### config.mk
export PLATFORM = sky130hd
export DESIGN_NAME = rr_mem_server_flat
export DESIGN_NICKNAME = d
export VERILOG_FILES = /design/src/rtl/rr_protocol_pkg.sv /design/src/rtl/rr_mem_server_if.sv /design/src/rtl/rr_region_table.sv /design/src/rtl/rr_mem_server.sv /design/src/flat_wrapper.sv
export SDC_FILE = /design/constraint.sdc
export NUM_CORES = 1
export LEC_CHECK = 0
export BUFFER_PORTS_ARGS = -buffer_cell sky130_fd_sc_hd__buf_2
export CAP_MARGIN = 20
export CORE_MARGIN = 5
export CORE_UTILIZATION = 50
export CTS_BUF_LIST = sky130_fd_sc_hd__clkbuf_16
export CTS_CLUSTER_SIZE = 12
export DETAILED_ROUTE_END_ITERATION = 6
export GPL_ROUTABILITY_DRIVEN = 0
export GPL_TIMING_DRIVEN = 0
export PLACE_DENSITY = 0.68
export SLEW_MARGIN = 20
export SYNTH_ARGS = -nofsm -noshare
export SYNTH_HDL_FRONTEND = slang
export SYNTH_SLANG_ARGS = --single-unit
### constraint.sdc
create_clock -name clk -period 16.85 [get_ports clk]
set_input_delay 1.685 -clock clk [delete_from_list [all_inputs] [get_ports clk]]
set_output_delay 1.685 -clock clk [all_outputs]
set_load 0.03 [all_outputs]
### src/rtl/rr_protocol_pkg.sv
// Shared definitions for the round-robin memory server: FSM states and
// request-word field positions.
package rr_protocol_pkg;

  typedef enum logic [2:0] {
    IDLE,
    LOOKUP,
    ISSUE,
    WAIT,
    RESPOND
  } state_e;

  localparam int REQ_WRITE_BIT = 32;
  localparam int REQ_OFF_HI    = 31;
  localparam int REQ_OFF_LO    = 16;
  localparam int REQ_DATA_HI   = 15;
  localparam int REQ_DATA_LO   = 0;

endpackage

### src/rtl/rr_mem_server_if.sv
// Arbiter-facing request/ready handshake between the arbiter (master) and
// the memory server (slave).
interface rr_mem_server_if #(
  parameter int req_data_width    = 33,
  parameter int handle_width      = 8,
  parameter int server_data_width = 16
);

  logic                         arbiter_req;
  logic [req_data_width-1:0]    arbiter_req_data;
  logic [handle_width-1:0]      arbiter_req_handle;
  logic [server_data_width-1:0] server_data;
  logic                         server_ready;

  modport master (
    output arbiter_req, arbiter_req_data, arbiter_req_handle,
    input  server_data, server_ready
  );

  modport slave (
    input  arbiter_req, arbiter_req_data, arbiter_req_handle,
    output server_data, server_ready
  );

endinterface

### src/rtl/rr_region_table.sv
// Per-handle region table (base/length) with synchronous write and
// combinational read; out-of-range handles read as disabled.
module rr_region_table #(
  parameter int n_handles    = 16,
  parameter int handle_width = 8,
  parameter int addr_width   = 16
) (
  input  logic                    clk,
  input  logic                    reset,
  input  logic                    cfg_we,
  input  logic [handle_width-1:0] cfg_handle,
  input  logic [addr_width-1:0]   cfg_base,
  input  logic [addr_width-1:0]   cfg_len,
  input  logic [handle_width-1:0] rd_handle,
  output logic [addr_width-1:0]   rd_base,
  output logic [addr_width-1:0]   rd_len
);

  localparam int idx_width = (n_handles > 1) ? $clog2(n_handles) : 1;

  logic [addr_width-1:0] base_q [n_handles];
  logic [addr_width-1:0] base_d [n_handles];
  logic [addr_width-1:0] len_q  [n_handles];
  logic [addr_width-1:0] len_d  [n_handles];
  logic                  cfg_hit;
  logic                  rd_hit;
  logic [idx_width-1:0]  cfg_idx;
  logic [idx_width-1:0]  rd_idx;

  assign cfg_hit = int'(cfg_handle) < n_handles;
  assign rd_hit  = int'(rd_handle) < n_handles;
  assign cfg_idx = cfg_handle[idx_width-1:0];
  assign rd_idx  = rd_handle[idx_width-1:0];

  always_comb begin
    base_d = base_q;
    len_d  = len_q;
    if (cfg_we && cfg_hit) begin
      base_d[cfg_idx] = cfg_base;
      len_d[cfg_idx]  = cfg_len;
    end
  end

  // Only lengths need clearing: a zero length disables the handle regardless of base.
  always_ff @(posedge clk) begin
    base_q <= base_d;
    if (reset) begin
      for (int i = 0; i < n_handles; i++) len_q[i] <= '0;
    end else begin
      len_q <= len_d;
    end
  end

  assign rd_base = rd_hit ? base_q[rd_idx] : '0;
  assign rd_len  = rd_hit ? len_q[rd_idx]  : '0;

endmodule

### src/rtl/rr_mem_server.sv
// Responder for the arbiter request/ready protocol: maps a handle-relative
// offset into a wrapped SRAM region, performs the access, returns one strobe.
module rr_mem_server
  import rr_protocol_pkg::*;
#(
  parameter int req_data_width    = 33,
  parameter int handle_width      = 8,
  parameter int server_data_width = 16,
  parameter int addr_width        = 16,
  parameter int n_handles         = 16,
  parameter int mem_latency       = 2
) (
  input  logic                         clk,
  input  logic                         reset,
  rr_mem_server_if.slave               arb,
  input  logic                         cfg_we,
  input  logic [handle_width-1:0]      cfg_handle,
  input  logic [addr_width-1:0]        cfg_base,
  input  logic [addr_width-1:0]        cfg_len,
  output logic                         mem_en,
  output logic                         mem_we,
  output logic [addr_width-1:0]        mem_addr,
  output logic [server_data_width-1:0] mem_wdata,
  input  logic [server_data_width-1:0] mem_rdata,
  output logic                         busy,
  output logic                         protocol_err
);

  localparam int cnt_width = (mem_latency > 1) ? $clog2(mem_latency + 1) : 1;

  state_e                         state_q, state_d;
  logic [req_data_width-1:0]      req_q, req_d;
  logic [handle_width-1:0]        handle_q, handle_d;
  logic [addr_width-1:0]          addr_q, addr_d;
  logic                           en_q, en_d;
  logic                           wr_q, wr_d;
  logic [cnt_width-1:0]           cnt_q, cnt_d;
  logic                           mem_en_q, mem_en_d;
  logic                           mem_we_q, mem_we_d;
  logic [addr_width-1:0]          mem_addr_q, mem_addr_d;
  logic [server_data_width-1:0]   mem_wdata_q, mem_wdata_d;
  logic                           server_ready_q, server_ready_d;
  logic [server_data_width-1:0]   server_data_q, server_data_d;
  logic                           busy_q, busy_d;
  logic                           err_q, err_d;

  logic [addr_width-1:0]          tbl_base;
  logic [addr_width-1:0]          tbl_len;
  logic [addr_width-1:0]          offset;
  logic [addr_width-1:0]          eff_off;
  logic [addr_width-1:0]          lookup_addr;

  rr_region_table #(
    .n_handles    (n_handles),
    .handle_width (handle_width),
    .addr_width   (addr_width)
  ) u_table (
    .clk        (clk),
    .reset      (reset),
    .cfg_we     (cfg_we),
    .cfg_handle (cfg_handle),
    .cfg_base   (cfg_base),
    .cfg_len    (cfg_len),
    .rd_handle  (handle_q),
    .rd_base    (tbl_base),
    .rd_len     (tbl_len)
  );

  // A single conditional subtraction; offsets beyond twice the length are not reduced further.
  assign offset      = req_q[REQ_OFF_HI:REQ_OFF_LO];
  assign eff_off     = (offset >= tbl_len) ? offset - tbl_len : offset;
  assign lookup_addr = tbl_base + eff_off;

  always_comb begin
    state_d        = state_q;
    req_d          = req_q;
    handle_d       = handle_q;
    addr_d         = addr_q;
    en_d           = en_q;
    wr_d           = wr_q;
    cnt_d          = cnt_q;
    mem_en_d       = 1'b0;
    mem_we_d       = 1'b0;
    mem_addr_d     = mem_addr_q;
    mem_wdata_d    = mem_wdata_q;
    server_ready_d = 1'b0;
    server_data_d  = server_data_q;
    err_d          = err_q;

    case (state_q)
      IDLE: begin
        if (arb.arbiter_req) begin
          req_d    = arb.arbiter_req_data;
          handle_d = arb.arbiter_req_handle;
          state_d  = LOOKUP;
        end
      end
      LOOKUP: begin
        addr_d  = lookup_addr;
        en_d    = (tbl_len != '0);
        wr_d    = req_q[REQ_WRITE_BIT];
        state_d = ISSUE;
      end
      ISSUE: begin
        mem_en_d = en_q;
        mem_we_d = en_q && wr_q;
        if (en_q) begin
          mem_addr_d  = addr_q;
          mem_wdata_d = req_q[REQ_DATA_HI:REQ_DATA_LO];
        end
        cnt_d   = cnt_width'(mem_latency - 1);
        state_d = WAIT;
      end
      WAIT: begin
        if (cnt_q == '0) state_d = RESPOND;
        else             cnt_d   = cnt_q - cnt_width'(1);
      end
      RESPOND: begin
        server_ready_d = 1'b1;
        server_data_d  = (en_q && !wr_q) ? mem_rdata : '0;
        state_d        = IDLE;
      end
      default: state_d = IDLE;
    endcase

    // A request outside IDLE is dropped but remembered until reset.
    if (arb.arbiter_req && state_q != IDLE) err_d = 1'b1;
    busy_d = (state_d != IDLE);
  end

  always_ff @(posedge clk) begin
    if (reset) begin
      state_q        <= IDLE;
      req_q          <= '0;
      handle_q       <= '0;
      addr_q         <= '0;
      en_q           <= 1'b0;
      wr_q           <= 1'b0;
      cnt_q          <= '0;
      mem_en_q       <= 1'b0;
      mem_we_q       <= 1'b0;
      mem_addr_q     <= '0;
      mem_wdata_q    <= '0;
      server_ready_q <= 1'b0;
      server_data_q  <= '0;
      busy_q         <= 1'b0;
      err_q          <= 1'b0;
    end else begin
      state_q        <= state_d;
      req_q          <= req_d;
      handle_q       <= handle_d;
      addr_q         <= addr_d;
      en_q           <= en_d;
      wr_q           <= wr_d;
      cnt_q          <= cnt_d;
      mem_en_q       <= mem_en_d;
      mem_we_q       <= mem_we_d;
      mem_addr_q     <= mem_addr_d;
      mem_wdata_q    <= mem_wdata_d;
      server_ready_q <= server_ready_d;
      server_data_q  <= server_data_d;
      busy_q         <= busy_d;
      err_q          <= err_d;
    end
  end

  assign arb.server_ready = server_ready_q;
  assign arb.server_data  = server_data_q;
  assign mem_en           = mem_en_q;
  assign mem_we           = mem_we_q;
  assign mem_addr         = mem_addr_q;
  assign mem_wdata        = mem_wdata_q;
  assign busy             = busy_q;
  assign protocol_err     = err_q;

endmodule

### src/flat_wrapper.sv
// flat-port wrapper written by rule: the top's interface ports become plain ports
module rr_mem_server_flat import rr_protocol_pkg::*;
#(
  parameter int req_data_width    = 33,
  parameter int handle_width      = 8,
  parameter int server_data_width = 16,
  parameter int addr_width        = 16,
  parameter int n_handles         = 16,
  parameter int mem_latency       = 2
)
  (clk, reset, cfg_we, cfg_handle, cfg_base, cfg_len, mem_en, mem_we, mem_addr, mem_wdata, mem_rdata, busy, protocol_err, arb_arbiter_req, arb_arbiter_req_data, arb_arbiter_req_handle, arb_server_data, arb_server_ready);
  rr_mem_server_if #(.req_data_width(req_data_width), .handle_width(handle_width), .server_data_width(server_data_width)) arb_i ();
  input  logic clk;
  input  logic reset;
  input  logic cfg_we;
  input  logic [handle_width-1:0] cfg_handle;
  input  logic [addr_width-1:0] cfg_base;
  input  logic [addr_width-1:0] cfg_len;
  output logic mem_en;
  output logic mem_we;
  output logic [addr_width-1:0] mem_addr;
  output logic [server_data_width-1:0] mem_wdata;
  input  logic [server_data_width-1:0] mem_rdata;
  output logic busy;
  output logic protocol_err;
  input wire logic [$bits(arb_i.arbiter_req)-1:0] arb_arbiter_req;
  input wire logic [$bits(arb_i.arbiter_req_data)-1:0] arb_arbiter_req_data;
  input wire logic [$bits(arb_i.arbiter_req_handle)-1:0] arb_arbiter_req_handle;
  output wire logic [$bits(arb_i.server_data)-1:0] arb_server_data;
  output wire logic [$bits(arb_i.server_ready)-1:0] arb_server_ready;
  assign arb_i.arbiter_req = arb_arbiter_req;
  assign arb_i.arbiter_req_data = arb_arbiter_req_data;
  assign arb_i.arbiter_req_handle = arb_arbiter_req_handle;
  assign arb_server_data = arb_i.server_data;
  assign arb_server_ready = arb_i.server_ready;
  rr_mem_server #(.req_data_width(req_data_width), .handle_width(handle_width), .server_data_width(server_data_width), .addr_width(addr_width), .n_handles(n_handles), .mem_latency(mem_latency)) u_core (.clk(clk), .reset(reset), .arb(arb_i), .cfg_we(cfg_we), .cfg_handle(cfg_handle), .cfg_base(cfg_base), .cfg_len(cfg_len), .mem_en(mem_en), .mem_we(mem_we), .mem_addr(mem_addr), .mem_wdata(mem_wdata), .mem_rdata(mem_rdata), .busy(busy), .protocol_err(protocol_err));
endmodule
==> summary.txt <==
Outcome
  • Status: finished, final reports clean

CTS
  • Reg clk slew, reported paths: 0.06 ns
  • H-tree depth: 3
  • Hold-fix buffers, CTS: 0
  • Skew-Pair Late Insertion Delay: 0.58 ns
  • Clock Sink Count: around 630
  • Root Buffer: clkbuf_16
  • Largest buffer count on any clock path: 3
  • CTS buffer count: 66
  • TritonCTS clock tree: done
  • Post-CTS Resized: 0
  • Number of post-CTS setup repair buffers: 0

Global routing
  • Vias in the first global route: 18,370
  • Pin count of the biggest net entering global routing: 26
  • Total grt overflow: 0
  • Initial antenna violation count: 1
  • Total track usage: between 20% and 30%
  • Global-route wire length before repair: 105.8 mm

Pwr
  • Cell Pwr Density: 112.7 nW/um2
  • Leakage: 9.989 nW
  • Total power: about 3.3 mW
  • VDD IR max: 0.06810 mV

Floorplan
  • Die width: about 240 um
  • Initial Util: 50.69%
  • CORE AREA: 51,510 um2
  • Die H: 238.5 um
  • I/O Pins: about 150
  • Number of core rows: 83
  • Die area: 56,890 um2

Setup path
  • Crit path capture type: register
  • CP Class: reg -> reg
  • Worst Setup Start Kind: register
  • Arrival time worst endpoint: 8.01 ns
  • Slowest stage delay, CP: approximately 0.78 ns
  • CP Launch Point: u_core.handle_q[1]
  • Critical path peak fanout: 10
  • Critical-path top delay cell: clkbuf_1
  • Most used cell, CP: a21oi_1
  • Reg-to-Reg Start: u_core.handle_q[1]
  • Required time worst endpoint: roughly 17 ns

Routing
  • Detailed Route WL: 68.56 mm
  • Number of routed nets with antenna violations: 0
  • Post-DR vias/cell: approximately 5.7
  • Vias: 18,810
  • DRC viols: 0
  • First-iteration detailed-routing DRC count: 1,629
  • Routed length per instance: around 21 um
  • DR pass1 iterations: 5

Timing
  • Final Skew: 0.01135 ns
  • FMAX: 132.6 MHz
  • Setup TNS: 0 ns
  • Worst-Margin Slew: 1.083 ns
  • Final Hold Fails: 0
  • WHS: 0.4492 ns
  • Final Cycle Share: 44.75%
  • RSZ-0062 raised after global routing: no
  • Max-slew violation count: 0
  • Slew margin rel.: 27.80%
  • Final setup fails: 0
  • Crit path time final: 7.540 ns

Synth
  • Sequential area share after synthesis: 58.04%
  • Mapped Nets: 2,489
  • Dominant synthesized flop cell: dfxtp_1
  • Syn_area_per_cell: 11.09 um2
  • Post-Syn Area: 26,110 um2
  • Synth Warn #: 0
  • FF+latch count, synth: 629
  • Cell variety after synth: 53
  • Post-synth EDFFs: 256
  • Post-synth ARST share: 0%
  • Cell count after synthesis: between 2,000 and 2,500

Finish
  • Non-Filler Instances: 3,282
  • Area delta synth->final: 13.38%
  • Share of cells above drive strength 1: 16.19%
  • # nets final: 2,695
  • Most frequent cells in the layout: nand2_1 (726), a21oi_1 (381), dfxtp_1 (373), edfxtp_1 (256), buf_2 (165)
  • Commonest non-fill, non-tap cell in the layout: nand2_1
  • Final Cell Area: 29,600 um2

Placement
  • Placed cell area: 27,740 um2
  • Placed cells: 3,172
  • Port-buffer cells: 134
  • DP HPWL: 48.44 mm

Worst hold path
  • Worst min-delay path category: reg -> reg
  • Hold Startpoint: u_core.req_q[13]

Run
  • Max Cap Viol: 0
[per-stage QoR]
step,setup WS [ns],utilization (%)
finish,9.310,57.47
global route,8.822,57.47
detailed placement,9.486,53.86
global placement,9.576,53.64
CTS,9.458,57.47
floorplan,10.98,-
[routing by layer]
layer / GRT usage, % / wire length [um] / vias up
li1: - / - / 8729
met1: 32.69 / 28700 / 9297
met2: 39.86 / 33710 / 687
met3: 3.715 / 4790 / 94
met4: 6.504 / 1360 / 0
met5: 0 / 0 / -
[registers in the layout, summed over array words and instances, names as in the netlist]
| signal | count |
|---|---|
| u_core.busy | 1 |
| u_core.wr_q | 1 |
| u_core.mem_we | 1 |
| u_core.arb.server_ready | 1 |
| u_core.req_q | 33 |
| u_core.protocol_err | 1 |
| u_core.u_table.len_q | 256 |
| u_core.addr_q | 16 |
| u_core.mem_en | 1 |
| u_core.mem_wdata | 16 |
| u_core.u_table.base_q | 256 |
| u_core.handle_q | 8 |
| u_core.cnt_q | 2 |
| u_core.state_q | 3 |
| u_core.mem_addr | 16 |
| u_core.en_q | 1 |
| u_core.arb.server_data | 16 |
[critical path: cells and delay by family (launching register included)]
| kind | cells | cell delay (ns) |
|---|---|---|
| flops | 1 | 0.30 |
| buf+inv | 6 | 1.60 |
| simple gates | 6 | 0.68 |
| mux | 2 | 0.96 |
| fa+ha+maj | 4 | 1.06 |
| compound gates | 12 | 2.79 |
[synthesized netlist by cell type (3+ instances only)]
library cell / number / area, um2
a211oi_1: 4 / 30.03
dfxtp_1: 373 / 7467
mux2i_1: 3 / 30.03
a21o_1: 9 / 67.56
a21oi_1: 381 / 1907
nand3b_1: 3 / 22.52
mux4_2: 158 / 3558
clkbuf_1: 133 / 499.2
xnor2_1: 18 / 157.7
edfxtp_1: 256 / 7687
o21ai_0: 14 / 70.07
and2_1: 18 / 112.6
nand4_1: 12 / 75.07
nand2_1: 726 / 2725
ha_1: 32 / 400.4
nand3_1: 7 / 35.03
buf_1: 25 / 93.84
inv_1: 12 / 45.04
or3_1: 10 / 62.56
mux2_2: 7 / 78.83
nor4_1: 4 / 25.02
nor2b_1: 8 / 50.05
nor3_1: 11 / 55.05
o21bai_1: 3 / 22.52
xor2_1: 4 / 35.03
a22o_1: 17 / 148.9
nor2_1: 28 / 105.1
nand2b_1: 7 / 43.79
buf_2: 16 / 80.08
buf_4: 4 / 30.03
clkinv_1: 16 / 60.06
o21a_1: 3 / 22.52
[report_power, final]
group          total (mW)  leakage [nW]  internal [mW]  switching [mW]
Clock                1.29         0.999          0.715           0.574
Sequential           1.62          5.31           1.60          0.0126
Combinational       0.431          3.68          0.169           0.262
Total                3.34          9.99           2.49           0.849
[area by class of cell]
class                   instances  area (um2)
clock buffers                  67        1677
clock inverters                42       181.4
diodes                          1       2.502
repair buffers                138       750.7
well taps                     680       850.8
multi-input cells            1518       10150
fillers                      4264       21910
flip-flops and latches        629       15150
inverters                      28       105.1
plain buffers                 179       733.2
[final timing paths]
path                            depth (start not counted)                   end  slack [ns]
worst max-delay path                                   30     u_core.addr_q[14]        9.31
worst min-delay path                                    2  u_core.mem_wdata[13]        0.45
worst max register to register                         30     u_core.addr_q[14]        9.31
worst min register to register                          2  u_core.mem_wdata[13]        0.45
[cells by family after synthesis]
| group | after synthesis | share of synthesized area (%) |
|---|---|---|
| AO/OA/AOI/OAI | 447 | 9.229 |
| XOR/XNOR | 22 | 0.7380 |
| adder cells (fa/ha/maj) | 34 | 1.687 |
| buffers and inverters | 207 | 3.139 |
| flip-flops | 629 | 58.04 |
| multiplexers | 169 | 14.15 |
| AND/OR/NAND/NOR | 846 | 13.02 |
(Power assumes the default switching activity.)
